## src/rtl/gate_seq_arb.sv

```systemverilog
// Round-robin arbiter/sequencer sharing one two-stage gate datapath among NREQ requesters.
// Grants one requester, steps its A/B/C through LOAD/EVAL, captures dp_d_i in CAPT.
module gate_seq_arb #(
  parameter int NREQ = 4,
  parameter int IDW  = $clog2(NREQ)
) (
  input  logic            clk_i,
  input  logic            reset_i,
  input  logic            flush_i,
  input  logic [NREQ-1:0] req_valid_i,
  input  logic [NREQ-1:0] req_a_i,
  input  logic [NREQ-1:0] req_b_i,
  input  logic [NREQ-1:0] req_c_i,
  output logic [NREQ-1:0] req_ready_o,
  output logic            dp_a_o,
  output logic            dp_b_o,
  output logic            dp_c_o,
  output logic            dp_reset_o,
  input  logic            dp_d_i,
  output logic            resp_valid_o,
  output logic [IDW-1:0]  resp_id_o,
  output logic            resp_d_o,
  output logic            busy_o
);

  typedef enum logic [1:0] {S_IDLE, S_LOAD, S_EVAL, S_CAPT} state_t;

  state_t         state_q, state_d;
  logic [IDW-1:0] rr_ptr_q, rr_ptr_d;
  logic [IDW-1:0] id_q, id_d;
  logic           op_a_q, op_a_d, op_b_q, op_b_d, op_c_q, op_c_d;
  logic           dp_a_q, dp_a_d, dp_b_q, dp_b_d, dp_c_q, dp_c_d;
  logic           dp_reset_q, dp_reset_d;
  logic           resp_valid_q, resp_valid_d;
  logic [IDW-1:0] resp_id_q, resp_id_d;
  logic           resp_d_q, resp_d_d;

  logic           window;
  logic           win_found;
  logic [IDW-1:0] win_id;
  logic           grant;
  int unsigned    cand;

  // Rotating priority search starting just after the last winner.
  always_comb begin
    win_found   = 1'b0;
    win_id      = '0;
    cand        = 0;
    req_ready_o = '0;
    window      = (state_q == S_IDLE || state_q == S_CAPT) && !flush_i && !dp_reset_q;
    for (int k = 1; k <= NREQ; k++) begin
      cand = (int'(rr_ptr_q) + k) % NREQ;
      if (!win_found && req_valid_i[cand[IDW-1:0]]) begin
        win_found = 1'b1;
        win_id    = cand[IDW-1:0];
      end
    end
    grant = window && win_found;
    if (grant) req_ready_o[win_id] = 1'b1;
  end

  always_comb begin
    state_d      = state_q;
    rr_ptr_d     = rr_ptr_q;
    id_d         = id_q;
    op_a_d       = op_a_q;
    op_b_d       = op_b_q;
    op_c_d       = op_c_q;
    dp_a_d       = 1'b0;
    dp_b_d       = 1'b0;
    dp_c_d       = 1'b0;
    dp_reset_d   = flush_i;
    resp_valid_d = 1'b0;
    resp_id_d    = resp_id_q;
    resp_d_d     = resp_d_q;

    case (state_q)
      S_IDLE: if (grant) state_d = S_LOAD;
      S_LOAD: state_d = S_EVAL;
      S_EVAL: state_d = S_CAPT;
      S_CAPT: begin
        resp_valid_d = 1'b1;
        resp_id_d    = id_q;
        resp_d_d     = dp_d_i;
        state_d      = grant ? S_LOAD : S_IDLE;
      end
      default: state_d = S_IDLE;
    endcase

    if (grant) begin
      op_a_d   = req_a_i[win_id];
      op_b_d   = req_b_i[win_id];
      op_c_d   = req_c_i[win_id];
      id_d     = win_id;
      rr_ptr_d = win_id;
    end

    // Abort wins over the CAPT response; the aborted transaction is simply dropped.
    if (flush_i) begin
      state_d      = S_IDLE;
      resp_valid_d = 1'b0;
      resp_id_d    = resp_id_q;
      resp_d_d     = resp_d_q;
    end

    // Datapath operands are registered, so they follow the state being entered.
    case (state_d)
      S_LOAD: begin
        dp_a_d = op_a_d;
        dp_b_d = op_b_d;
      end
      S_EVAL: begin
        dp_a_d = op_a_d;
        dp_b_d = op_b_d;
        dp_c_d = op_c_d;
      end
      default: ;
    endcase
  end

  always_ff @(posedge clk_i or posedge reset_i) begin
    if (reset_i) begin
      state_q      <= S_IDLE;
      rr_ptr_q     <= IDW'(NREQ - 1);
      id_q         <= '0;
      op_a_q       <= 1'b0;
      op_b_q       <= 1'b0;
      op_c_q       <= 1'b0;
      dp_a_q       <= 1'b0;
      dp_b_q       <= 1'b0;
      dp_c_q       <= 1'b0;
      dp_reset_q   <= 1'b1;
      resp_valid_q <= 1'b0;
      resp_id_q    <= '0;
      resp_d_q     <= 1'b0;
    end else begin
      state_q      <= state_d;
      rr_ptr_q     <= rr_ptr_d;
      id_q         <= id_d;
      op_a_q       <= op_a_d;
      op_b_q       <= op_b_d;
      op_c_q       <= op_c_d;
      dp_a_q       <= dp_a_d;
      dp_b_q       <= dp_b_d;
      dp_c_q       <= dp_c_d;
      dp_reset_q   <= dp_reset_d;
      resp_valid_q <= resp_valid_d;
      resp_id_q    <= resp_id_d;
      resp_d_q     <= resp_d_d;
    end
  end

  assign dp_a_o       = dp_a_q;
  assign dp_b_o       = dp_b_q;
  assign dp_c_o       = dp_c_q;
  assign dp_reset_o   = dp_reset_q;
  assign resp_valid_o = resp_valid_q;
  assign resp_id_o    = resp_id_q;
  assign resp_d_o     = resp_d_q;
  assign busy_o       = (state_q != S_IDLE);

endmodule
```

## config.mk

```make
export PLATFORM = sky130hd
export DESIGN_NAME = gate_seq_arb
export DESIGN_NICKNAME = d
export VERILOG_FILES = /design/src/rtl/gate_seq_arb.sv
export SDC_FILE = /design/constraint.sdc
export NUM_CORES = 1
export LEC_CHECK = 0
export CAP_MARGIN = 20
export CORE_MARGIN = 10
export CORE_UTILIZATION = 44
export CTS_CLUSTER_DIAMETER = 150
export DETAILED_ROUTE_END_ITERATION = 7
export GPL_ROUTABILITY_DRIVEN = 0
export PLACE_DENSITY = 0.74
export SETUP_SLACK_MARGIN = 0.2
export SYNTH_ARGS = -nofsm -noshare
export SYNTH_HDL_FRONTEND = slang
export SYNTH_SLANG_ARGS = --single-unit
```

## constraint.sdc

```tcl
create_clock -name clk_i -period 3.2 [get_ports clk_i]
set_input_delay 0.64 -clock clk_i [delete_from_list [all_inputs] [get_ports clk_i]]
set_output_delay 0.64 -clock clk_i [all_outputs]
set_load 0.1 [all_outputs]
```

==> metrics.yaml, run 1 <==
run_status:
  outcome: "finished clean"
floorplan:
  design.core.area_mm2: 0.00219
  rows: 17
  dieArea_mm2: 0.00457
  die_w_um: 67.6
  start_util_pct: 45.6
  die_h_um: 67.6
  io_pins: 33
sta:
  rsz0062_at_grt: "yes"
  drv_slew: 0
  slew_headroom_pct: 58.6
  finalSetupTns_ns: 0
  fin_ws_ns: 0.226
  hold_viol_final: 0
  tightestPinTransition_ns: 0.620
  period_needed_ns: 2.97
  fin_crit_sh_pct: 92.9
  fmaxAchievable_ghz: 0.336
  setup_viol: 0
  finClkSkew_ns: 0.00769
power_and_ir_drop:
  ir_drop_mv: 0.537
  leakagePower_nw: 0.657
  finalPower_mw: 1.33
  power_density_mw_per_mm2: 932
final_layout:
  drive_gt1_share_pct: 30.4
  diodes: 0
  stdcell_count: 163
  final_cell_mix: "clkdlybuf4s50_1 (17), dfrtp_1 (14), buf_4 (13)"
  syn_to_final_growth_pct: 43.4
  final_cell_area_mm2: 0.00143
  nets: 160
  layout_commonest_cell: "clkdlybuf4s50_1"
  n_fill_cell: 176
critical_path:
  critical_path_required_ns: 2.56
  startpoint_type: "input pin"
  cp-end-kind: "output pin"
  arrival_ns: 2.33
  cp_max_fo: 5
  path_cells: "clkdlybuf4s50_1, nor4_1, or4_1, a21o_2, nor2_2, buf_12"
  path_class: "input pin to output pin"
  critPathMaxStageDelay_ns: 0.55
  crit_slowest_cell: "clkdlybuf4s50_1"
grt:
  grt_pass1_wl_um: 4020
  grt_max_degree: 18
  grt_pass1_vias: 878
  antenna_found_initial: 0
  track_usage_pct: 11.3
  grt_overflow: 0
synth:
  yosysTopAreaCell: "dfrtp_1"
  synth_edf_count: 0
  async_reset_ff_share_pct: 100
  syn_area_per_cell_um2: 10.4
  synthCells: 96
  synth-warning-count: 0
  syn-cell-area_um2: 998
  synth_cell_types: 40
  seq_area_frac_synth_pct: 43.0
  synth_flop_cell: "dfrtp_1"
  syn-num-nets: 120
  netlist_top_cells_area: "dfrtp_1 (35%), dfstp_2 (7.9%), ha_1 (5.0%), nor2_1 (3.4%), mux2_2 (3.4%)"
  yosys.area.top_type_share_pct: 35.1
  ys_ff_latch: 17
placed_design:
  dpl.cell_count: 159
  dpl_cell_area_mm2: 0.00140
  io_buffer_count: 32
  dp_slack_ns: 0.154
  hpwl_um: 2060
hold_path:
  hold_class: "flip-flop to flip-flop"
clock_network:
  cts_sinks: 17
  cts_setup_buffers: 0
  clkLatencyLatePin_ns: 0.29
  clock_tree.htree_level_count: 1
  cts.clk_slew.worst_paths_ns: 0.10
  cts_tree: "done"
  cts_root_buffer: "clkbuf_4"
  cts.path.max_buffers: 2
  cts_buffers: 3
routing:
  first_iter_violations: 28
  via_per_inst: 5.37
  ant_nets: 0
  wl_um: 2490
  wire_per_inst_um: 15.3
  dr.pass1.iters: 4
  drcViolationCount: 0
  vias: 876
job:
  cap_viol_max_count: 0
==> stage by stage <==
stage	hold WS, ns	utilization (%)
floorplan	0.441	-
detailed placement	0.470	64.1
global placement	0.466	64.1
global route	0.525	65.3
CTS	0.493	65.2
finish	0.488	65.3
==> synth_stat cells, drive strengths merged, types with 2 or more instances <==
cell and count:
inv 8, dfrtp 14, nand4 2, nand3 2, nor4 3, nor2b 4, ha 4, nor3 2
a21oi 6, nand2 7, o21ai 2, dfstp 3, mux2 5, o221ai 2, a221o 2, a21o 3
o31ai 2, nor2 9, nand2b 4
==> flip-flops by register name, indices dropped and copies added, names as in the netlist <==
register      flops
op_c_q            1
state_q           2
resp_valid_o      1
rr_ptr_q          2
dp_reset_o        1
id_q              2
resp_id_o         2
op_a_q            1
dp_a_o            1
resp_d_o          1
op_b_q            1
dp_b_o            1
dp_c_o            1
==> final timing paths <==
| kind | cells past startpoint | startpoint | endpoint | slack [ns] |
|---|---|---|---|---|
| max | 6 | req_valid_i[1] | req_ready_o[0] | 0.23 |
| min | 2 | id_q[1] | id_q[1] | 0.49 |
| max reg2reg | 9 | state_q[0] | dp_a_o | 0.51 |
| min reg2reg | 2 | id_q[1] | id_q[1] | 0.49 |
| max in group asynchronous | 2 | reset_i | state_q[1] | 2.08 |
| min in group asynchronous | 2 | reset_i | resp_id_o[1] | 0.71 |
==> repair_timing <==
item / in CTS / in global routing
gates resized for setup: 1 / 1
hold buffers: 0 / 0
gates cloned: 0 / 0
setup endpoints to repair: 1 / 4
==> report_power, final <==
part           total [mW]  leakage [nW]  switching (mW)  internal [mW]
logic               0.862         0.431           0.577          0.285
clock network       0.114        0.0150          0.0659         0.0484
registers           0.358         0.212          0.0529          0.305
total                1.33         0.657           0.696          0.638
==> logic make-up (layout without fill, tap and decap cells) <==
logic type,after synthesis,in the layout,synth area share (%)
simple gates,37,37,22.6
fa+ha+maj,4,4,5.01
buf+inv,9,48,3.76
compound gates,23,23,18.3
mux,6,6,7.39
flops,17,17,43.0
==> final cells by class <==
type	instances	area (um^2)	area share, %
clock buffers	4	26.3	1.84
inverters	8	30.0	2.10
multi-input cells	70	542	37.8
flip-flops and latches	17	429	30.0
well taps	28	35.0	2.45
repair buffers	36	369	25.8
==> critical path: cells and delay by family <==
kind	cells	cell delay, ns
AOI/OAI and AO/OA	1	0.26
buffers and inverters	2	0.74
and+or+nand+nor	3	0.69
==> layer usage <==
layer / GRT usage (%) / part of all wire [%] / vias up
met4: 4.10 / 1.5 / 0
met2: 19.4 / 52 / 25
met1: 12.2 / 40 / 419
li1: - / - / 428
met5: 0 / 0 / -
met3: 4.46 / 6.8 / 4
No activity file was read; power rests on OpenSTA's default activity.
==> inputs of run 2 (changes only) <==
TNS_END_PERCENT = 50   (was unset)
clock period = 3.3 ns   (was 3.2 ns; I/O delays follow)
==> metrics.yaml, run 2 (synthesis gave the netlist of run 1 again) <==
run_status:
  outcome: "finished clean"
final_layout:
  ff_latch_area_um2: 429
  n_fill_cell: 185
  multi_input_area_um2: 541
  drive_gt1_share_pct: 28.4
  nets: 159
  final_cell_mix: "clkdlybuf4s50_1 (19), dfrtp_1 (14), buf_4 (12)"
  syn_to_final_growth_pct: 42.4
  diodes: 0
  layout_commonest_cell: "clkdlybuf4s50_1"
clock_network:
  clkLatencyLatePin_ns: 0.28
  holdBufCountCts: 0
  cts.path.max_buffers: 2
  clock_tree.htree_level_count: 1
  cts_buffers: 3
  cts_tree: "done"
  cts_setup_buffers: 0
  cts_sinks: 17
  cts_root_buffer: "clkbuf_4"
  cts.clk_slew.worst_paths_ns: 0.09
floorplan:
  die_w_um: 67.6
  start_util_pct: 45.6
  rows: 17
  dieArea_mm2: 0.00457
  design.core.area_mm2: 0.00219
  die_h_um: 67.6
  io_pins: 33
sta:
  slew_headroom_pct: 58.1
  hold_viol_final: 0
  setup_viol: 0
  rsz0062_at_grt: "yes"
  fmaxAchievable_ghz: 0.321
  fin_crit_sh_pct: 94.4
  period_needed_ns: 3.11
  drv_slew: 0
  finClkSkew_ns: 0.00225
  finalSetupTns_ns: 0
  tightestPinTransition_ns: 0.629
critical_path:
  crit_slowest_cell: "clkdlybuf4s50_1"
  arrival_ns: 2.45
  startpoint_type: "input pin"
  path_class: "input pin to output pin"
  cp_max_fo: 5
  path_buf_inv: 2
  worstReg2RegEnd: "dp_a_o"
  rrSetupSlack_ns: 0.58
  path_depth: 6
  ff2ff_path_depth: 9
  startpoint: "req_valid_i[0]"
  worstSetupEndpoint: "req_ready_o[0]"
  cp_top_family: "simple AND/OR/NAND/NOR gates"
  critical_path_required_ns: 2.64
  cp-end-kind: "output pin"
  path_cells: "clkdlybuf4s50_1, nor4_1, or4_1, a21o_2, nor2_1, buf_12"
  critPathMaxStageDelay_ns: 0.55
  reg2reg_from: "state_q[0]"
routing:
  ant_nets: 0
  dr.pass1.iters: 4
  vias: 873
  wl_um: 2590
  drcViolationCount: 0
  wire_per_inst_um: 16.0
  via_per_inst: 5.39
  first_iter_violations: 42
grt:
  grt_pass1_wl_um: 4250
  grt_pass1_vias: 903
  antenna_found_initial: 0
  grt_overflow: 0
  track_usage_pct: 12.1
  grt_max_degree: 18
power_and_ir_drop:
  power_density_mw_per_mm2: 906
  leakagePower_nw: 0.644
  ir_drop_mv: 0.590
  finalPower_mw: 1.29
hold_path:
  hold_class: "flip-flop to flip-flop"
  worstHoldStart: "op_c_q"
placed_design:
  hpwl_um: 2190
  io_buffer_count: 32
job:
  cap_viol_max_count: 0
## run 2: worst min path at each step
| stage | slack [ns] | endpoint | depth (start not counted) |
|---|---|---|---|
| final | 0.51 | op_c_q | 2 |
| after global routing | 0.53 | resp_id_o[0] | 1 |
| after CTS | 0.51 | op_c_q | 2 |
| after detailed placement | 0.49 | op_c_q | 2 |
| after global placement | 0.47 | id_q[1] | 2 |
| after floorplan | 0.44 | id_q[1] | 2 |
## run 2: metrics by stage
step / cells / worst slack (ns) / hold WS (ns) / instance area [um^2] / util (%)
floorplan: 96 / -0.259 / 0.441 / 998 / -
global placement: 158 / 0.261 / 0.466 / 1390 / 63.3
detailed placement: 158 / 0.225 / 0.489 / 1390 / 63.3
CTS: 162 / 0.227 / 0.510 / 1410 / 64.5
global route: 162 / 0.0575 / 0.535 / 1420 / 64.9
finish: 162 / 0.186 / 0.510 / 1420 / 64.9
## run 2: report_power, final
part,leakage (nW),switching (mW),total [mW],internal (mW)
registers,0.212,0.0540,0.350,0.296
clock network,0.0150,0.0610,0.108,0.0469
logic,0.417,0.558,0.830,0.272
total,0.644,0.673,1.29,0.615
## run 2: timing repair
action                                  4_1_cts  5_1_grt
hold endpoints to repair                      0        0
resized for setup                             0        1
endpoints found under the setup margin        0        4
## run 2: layout make-up
class                      count  area share [%]
clock buffer                   4            1.85
inverter                       8            2.11
timing repair buffer          35            25.4
multi-input combinational     70            38.0
sequential                    17            30.2
tap                           28            2.46
## run 2: tightest hold or removal path, stage by stage (launching register included)
cell and delay (ns):
dfrtp_1 0.35, nand2_1 0.05, o211ai_1 0.07
## run 2: layer usage
layer	wire, um	track usage, %	vias to the layer above	part of all wire (%)
li1	-	-	423	-
met3	163	4.30	2	6.3
met4	7	2.31	0	0.27
met2	1390	21.5	30	53
met5	0	0	-	0
met1	1030	13.8	418	40
